File: config.mk
export PLATFORM = sky130hd
export DESIGN_NAME = ef_i2c_target
export DESIGN_NICKNAME = d
export VERILOG_FILES = /design/src/rtl/ef_i2c_target.sv
export SDC_FILE = /design/constraint.sdc
export NUM_CORES = 1
export LEC_CHECK = 0
export ABC_AREA = 1
export CAP_MARGIN = 20
export CORE_MARGIN = 10
export CORE_UTILIZATION = 66
export CTS_CLUSTER_DIAMETER = 150
export DETAILED_ROUTE_END_ITERATION = 8
export GPL_ROUTABILITY_DRIVEN = 0
export PLACE_DENSITY_LB_ADDON = 0.25
export RECOVER_POWER = 100
export SETUP_SLACK_MARGIN = 0.02
export SYNTH_ARGS = -nofsm -noshare
export SYNTH_HDL_FRONTEND = slang
export SYNTH_SLANG_ARGS = --single-unit
File: constraint.sdc
create_clock -name clk_i -period 5.1 [get_ports clk_i]
set_clock_uncertainty 0.2 [all_clocks]
set_input_delay 0.765 -clock clk_i [delete_from_list [all_inputs] [get_ports clk_i]]
set_output_delay 0.765 -clock clk_i [all_outputs]
set_load 0.005 [all_outputs]
File: src/rtl/ef_i2c_target.sv
// I2C target register file: 7-bit address match, NREGS x 8 regs, auto-increment pointer.
// Optional SCL/SDA majority glitch filter: define EF_I2C_TARGET_GLITCH_FILTER_EN.
module ef_i2c_target #(
  parameter logic [6:0] ADDR        = 7'h50,
  parameter int         NREGS       = 16,
  parameter int         SYNC_STAGES = 2
) (
  input  logic       clk_i,
  input  logic       rst_i,
  input  logic       scl_i,
  input  logic       sda_i,
  output logic       sda_o,
  output logic       sda_oen_o,
  output logic       wr_stb_o,
  output logic [7:0] wr_addr_o,
  output logic [7:0] wr_data_o,
  output logic       busy_o
);

  localparam int PW = $clog2(NREGS);

  typedef enum logic [3:0] {
    S_IDLE,
    S_ADDR,
    S_ADDR_ACK,
    S_PTR,
    S_PTR_ACK,
    S_WDATA,
    S_WDATA_ACK,
    S_RDATA,
    S_RACK,
    S_IGNORE
  } state_t;

  state_t state, nxt;

  logic [SYNC_STAGES-1:0] scl_sync, sda_sync;
  logic scl_sy, sda_sy;
  logic scl_s, sda_s;
  logic scl_q, sda_q;
  logic rise, fall, start_det, stop_det;

  logic [7:0]    regs [NREGS];
  logic [PW-1:0] ptr;
  logic [7:0]    sr;
  logic [3:0]    cnt;
  logic          phase;
  logic [7:0]    byte_in;
  logic [7:0]    rd_byte;
  logic          last_bit;

  logic cnt_clr, cnt_inc, shift_in;
  logic tx_load, tx_shift;
  logic ptr_load, ptr_inc, wr_en;
  logic phase_set, oen_nxt, busy_nxt;

  assign sda_o = 1'b0;

  // Synchronizers reset to the idle bus level so reset never fakes an edge.
  always_ff @(posedge clk_i) begin
    if (rst_i) begin
      scl_sync <= '1;
      sda_sync <= '1;
    end else begin
      scl_sync <= {scl_sync[SYNC_STAGES-2:0], scl_i};
      sda_sync <= {sda_sync[SYNC_STAGES-2:0], sda_i};
    end
  end

  assign scl_sy = scl_sync[SYNC_STAGES-1];
  assign sda_sy = sda_sync[SYNC_STAGES-1];

`ifdef EF_I2C_TARGET_GLITCH_FILTER_EN
  logic [1:0] scl_h, sda_h;
  logic       scl_m, sda_m;

  always_ff @(posedge clk_i) begin
    if (rst_i) begin
      scl_h <= '1;
      sda_h <= '1;
      scl_m <= 1'b1;
      sda_m <= 1'b1;
    end else begin
      scl_h <= {scl_h[0], scl_sy};
      sda_h <= {sda_h[0], sda_sy};
      scl_m <= (scl_sy & scl_h[0]) | (scl_sy & scl_h[1])
             | (scl_h[0] & scl_h[1]);
      sda_m <= (sda_sy & sda_h[0]) | (sda_sy & sda_h[1])
             | (sda_h[0] & sda_h[1]);
    end
  end

  assign scl_s = scl_m;
  assign sda_s = sda_m;
`else
  assign scl_s = scl_sy;
  assign sda_s = sda_sy;
`endif

  always_ff @(posedge clk_i) begin
    if (rst_i) begin
      scl_q <= 1'b1;
      sda_q <= 1'b1;
    end else begin
      scl_q <= scl_s;
      sda_q <= sda_s;
    end
  end

  assign rise      = scl_s & ~scl_q;
  assign fall      = ~scl_s & scl_q;
  assign start_det = scl_s & scl_q & sda_q & ~sda_s;
  assign stop_det  = scl_s & scl_q & ~sda_q & sda_s;

  assign byte_in  = {sr[6:0], sda_s};
  assign rd_byte  = regs[ptr];
  assign last_bit = (cnt == 4'd7);

  always_ff @(posedge clk_i) begin
    if (rst_i) state <= S_IDLE;
    else       state <= nxt;
  end

  always_comb begin
    nxt = state;
    if (start_det) begin
      nxt = S_ADDR;
    end else if (stop_det) begin
      nxt = S_IDLE;
    end else begin
      unique case (state)
        S_ADDR: begin
          if (rise && last_bit)
            nxt = (byte_in[7:1] == ADDR) ? S_ADDR_ACK : S_IGNORE;
        end
        S_ADDR_ACK: begin
          if (fall && phase) nxt = sr[0] ? S_RDATA : S_PTR;
        end
        S_PTR: begin
          if (rise && last_bit) nxt = S_PTR_ACK;
        end
        S_PTR_ACK: begin
          if (fall && phase) nxt = S_WDATA;
        end
        S_WDATA: begin
          if (rise && last_bit) nxt = S_WDATA_ACK;
        end
        S_WDATA_ACK: begin
          if (fall && phase) nxt = S_WDATA;
        end
        S_RDATA: begin
          if (rise && last_bit) nxt = S_RACK;
        end
        S_RACK: begin
          if (rise && sda_s)       nxt = S_IGNORE;
          else if (fall && phase)  nxt = S_RDATA;
        end
        default: ;
      endcase
    end
  end

  // phase marks the second SCL fall of an ACK slot (end of the 9th clock).
  always_comb begin
    cnt_clr   = 1'b0;
    cnt_inc   = 1'b0;
    shift_in  = 1'b0;
    tx_load   = 1'b0;
    tx_shift  = 1'b0;
    ptr_load  = 1'b0;
    ptr_inc   = 1'b0;
    wr_en     = 1'b0;
    phase_set = 1'b0;
    oen_nxt   = sda_oen_o;
    busy_nxt  = busy_o;
    if (start_det || stop_det) begin
      cnt_clr  = 1'b1;
      oen_nxt  = 1'b1;
      busy_nxt = 1'b0;
    end else begin
      unique case (state)
        S_ADDR: begin
          if (rise) begin
            shift_in = 1'b1;
            cnt_inc  = 1'b1;
          end
        end
        S_PTR: begin
          if (rise) begin
            shift_in = 1'b1;
            cnt_inc  = 1'b1;
            ptr_load = last_bit;
          end
        end
        S_WDATA: begin
          if (rise) begin
            shift_in = 1'b1;
            cnt_inc  = 1'b1;
            wr_en    = last_bit;
            ptr_inc  = last_bit;
          end
        end
        S_ADDR_ACK, S_PTR_ACK, S_WDATA_ACK: begin
          if (fall && !phase) begin
            phase_set = 1'b1;
            oen_nxt   = 1'b0;
            busy_nxt  = 1'b1;
          end else if (fall) begin
            cnt_clr = 1'b1;
            oen_nxt = 1'b1;
            if (state == S_ADDR_ACK && sr[0]) begin
              tx_load = 1'b1;
              oen_nxt = rd_byte[7];
            end
          end
        end
        S_RDATA: begin
          if (rise) cnt_inc = 1'b1;
          if (fall) begin
            tx_shift = 1'b1;
            oen_nxt  = sr[7];
          end
        end
        S_RACK: begin
          if (rise) ptr_inc = 1'b1;
          if (fall && !phase) begin
            phase_set = 1'b1;
            oen_nxt   = 1'b1;
          end else if (fall) begin
            cnt_clr = 1'b1;
            tx_load = 1'b1;
            oen_nxt = rd_byte[7];
          end
        end
        default: ;
      endcase
    end
  end

  always_ff @(posedge clk_i) begin
    if (rst_i) begin
      cnt       <= '0;
      sr        <= '0;
      phase     <= 1'b0;
      ptr       <= '0;
      sda_oen_o <= 1'b1;
      busy_o    <= 1'b0;
      wr_stb_o  <= 1'b0;
      wr_addr_o <= '0;
      wr_data_o <= '0;
    end else begin
      wr_stb_o  <= wr_en;
      sda_oen_o <= oen_nxt;
      busy_o    <= busy_nxt;
      if (cnt_clr)      cnt <= '0;
      else if (cnt_inc) cnt <= cnt + 4'd1;
      if (shift_in)      sr <= byte_in;
      else if (tx_load)  sr <= {rd_byte[6:0], 1'b1};
      else if (tx_shift) sr <= {sr[6:0], 1'b1};
      if (nxt != state)   phase <= 1'b0;
      else if (phase_set) phase <= 1'b1;
      if (ptr_load)     ptr <= byte_in[PW-1:0];
      else if (ptr_inc) ptr <= ptr + PW'(1);
      if (wr_en) begin
        wr_addr_o <= 8'(ptr);
        wr_data_o <= byte_in;
      end
    end
  end

  always_ff @(posedge clk_i) begin
    if (rst_i) begin
      for (int i = 0; i < NREGS; i++) regs[i] <= '0;
    end else if (wr_en) begin
      regs[ptr] <= byte_in;
    end
  end

endmodule

==> reports/metrics.yaml <==
status: "finished clean"
hp-class: "flip-flop to flip-flop"
synth.distinct_cells: 37
die_x_um: 130
die_area_mm2: 0.0169
highest_layer: "met4"
flow.area_growth_from_synthesis_pct: 8.57
finalSetupViolations: 0
drive_gt1_frac: 0.0594
maxSlewViolCount: 0
grt_pass1_vias: 5980
synth_edf_count: 128
ys_seq_area_frac: 0.597
period_minus_slack_ns: 3.24
drt_iter0_drc: 940
fmax_mhz: 309
drc_errors: 0
cp.required_ns: 5.00
grt_use_total: 0.242
p_total_w: 0.00314
clkTransAtPathRegs_ns: 0.06
setup_tns_ns: 0
cp-end-kind: "flip-flop"
vias: 6353
post-route-period-util: 0.635
worstPathArrival_ns: 3.14
n_antenna_cell: 0
portBuffers: 18
cts_resized: 0
grt_max_degree: 67
ant_nets: 0
numClockSinks: 174
wl_met2_um: 9410
cts-root-buf: "clkbuf_16"
wl_met3_um: 2200
cts_hold_buffers: 0
wl_per_cell_um: 19.3
final_area_mm2: 0.00867
relSlewSlack: 0.265
rsz0062_at_grt: "no"
postCtsSetupBuffers: 0
power.leakage_nw: 3.19
hpwl_um: 12700
critPathKind: "flip-flop to flip-flop"
worst_pin_slew_ns: 1.10
hold_viol_final: 0
wl_um: 19800
ys.flop_type: "edfxtp_1"
async_flop_share: 0
overflow: 0
fillers: 870
yosys_warnings: 0
cts_buffers: 17
dpl_cell_area_mm2: 0.00817
avgSynthCellArea_um2: 9.24
ios: 24
cp-start-kind: "flip-flop"
clockBufferDepth: 2
initial_core_util: 0.670
max-cap-violations: 0
via_per_inst: 6.21
fin_nets: 872
synth-seq-cells: 174
firstDrtPassIters: 6
netlist_area_mm2: 0.00798
antenna_found_initial: 0
coreArea_mm2: 0.0119
syn_inst: 864
grt_pass1_wl_um: 30900
vdd_drop_max_mv: 0.231
utilization: 0.728
tritoncts: "yes"
clk_latency_ns: 0.44
htreeDepth: 4
rows: 40
p_per_area_mw_per_mm2: 362
die_h_um: 130
wl_met1_um: 7500
cp_max_fo: 9
-- where the power goes --
| group | internal, W | total (W) | switching [W] |
|---|---|---|---|
| logic | 0.0000798 | 0.000271 | 0.000192 |
| clock network | 0.000741 | 0.00126 | 0.000517 |
| registers | 0.00157 | 0.00161 | 0.0000389 |
| total | 0.00239 | 0.00314 | 0.000747 |
-- sequential cells by signal (all words and copies together), names as in the netlist, 2 cells and up, named ones only --
signal / cells
cnt: 4
ptr: 4
regs: 128
scl_sync: 2
sda_sync: 2
sr: 8
state: 4
wr_addr_o: 4
wr_data_o: 8
-- cell families (layout without fill, tap and decap cells) --
family          Yosys count  after routing  share of synthesized area
other cells               1              5                   0.000470
simple gates            396            396                      0.210
compound gates          188            188                      0.129
fa+ha+maj                 5              5                    0.00784
flops                   174            174                      0.597
buf+inv                  96            104                     0.0517
xor+xnor                  4              4                    0.00439
-- metal layers --
metal  track usage  up-vias
li1              -     2920
met1         0.303     2935
met2         0.394      440
met3        0.0625       58
met4         0.101        0
met5             0        -
-- cell usage after synthesis, types with 2 or more instances --
cell / n / area [um^2]
edfxtp_1: 128 / 3840
ha_1: 5 / 62.6
nand2_1: 88 / 330
nand3_1: 17 / 85.1
a211oi_1: 3 / 22.5
dfxtp_1: 46 / 921
nor2_2: 3 / 18.8
nor2_1: 249 / 935
buf_4: 6 / 45.0
nand2_4: 2 / 22.5
o21ai_1: 9 / 45.0
o211ai_1: 22 / 165
nand3b_1: 4 / 30.0
buf_2: 12 / 60.1
nand4_1: 2 / 12.5
clkbuf_1: 26 / 97.6
a21oi_1: 36 / 180
inv_1: 34 / 128
inv_2: 5 / 18.8
xnor2_1: 2 / 17.5
clkinv_1: 9 / 33.8
xor2_1: 2 / 17.5
o22ai_1: 15 / 93.8
inv_4: 3 / 18.8
nand3_2: 2 / 20.0
nor2_4: 5 / 56.3
or2_2: 4 / 25.0
o21ai_0: 100 / 500
nand2_2: 17 / 106
-- per-stage QoR --
step	hold WS (ns)	std cells	setup WS (ns)
finish	0.212	1023	1.86
global placement	0.194	991	1.88
CTS	0.213	1023	2.23
floorplan	0.189	868	2.99
global route	0.231	1023	1.72
detailed placement	0.199	991	1.78
-- cell type report --
class                           count  area, um^2  area share
Sequential cell                   174        4770       0.550
Multi-Input combinational cell    598        2740       0.316
Clock buffer                       23         500      0.0577
Timing Repair Buffer               21         199      0.0230
Inverter                           51         199      0.0230
Tap cell                          147         184      0.0212
Clock inverter                      9        81.3     0.00938
-- layout by cell type (no fill, tap or decap), types with 5 or more instances in the layout --
master	count
nor2_1	255
clkinv_1	9
o21ai_1	8
dfxtp_1	45
ha_1	5
dlygate4sd3_1	16
clkbuf_16	19
nand2_1	105
conb_1	5
o22ai_1	15
nand3_1	17
inv_1	35
o211ai_1	22
a21oi_1	36
edfxtp_1	128
o21ai_0	101
-- worst paths after layout --
path                               start  cells after the start  slack (ns)                   endpoint
setup / recovery     cnt[0]$_SDFFE_PP0P_                      9        1.86  regs[10][6]$_SDFFCE_PN0P_
hold reg to reg   sda_sync[0]$_SDFF_PP1_                      1        0.21     sda_sync[1]$_SDFF_PP1_
setup reg to reg     cnt[0]$_SDFFE_PP0P_                      9        1.86  regs[10][6]$_SDFFCE_PN0P_
hold / removal    sda_sync[0]$_SDFF_PP1_                      1        0.21     sda_sync[1]$_SDFF_PP1_
-- worst max-delay path, stage by stage, from the launching register on --
cell and delay (ns):
dfxtp_1 0.37, ha_1 0.21, nand3_1 0.09, nor2_1 0.28, nand2_1 0.19, nor2_1 0.15
inv_1 0.10, nor2_1 0.53, nand2_1 0.39, nand2_1 0.40
(Power assumes the default switching activity.)
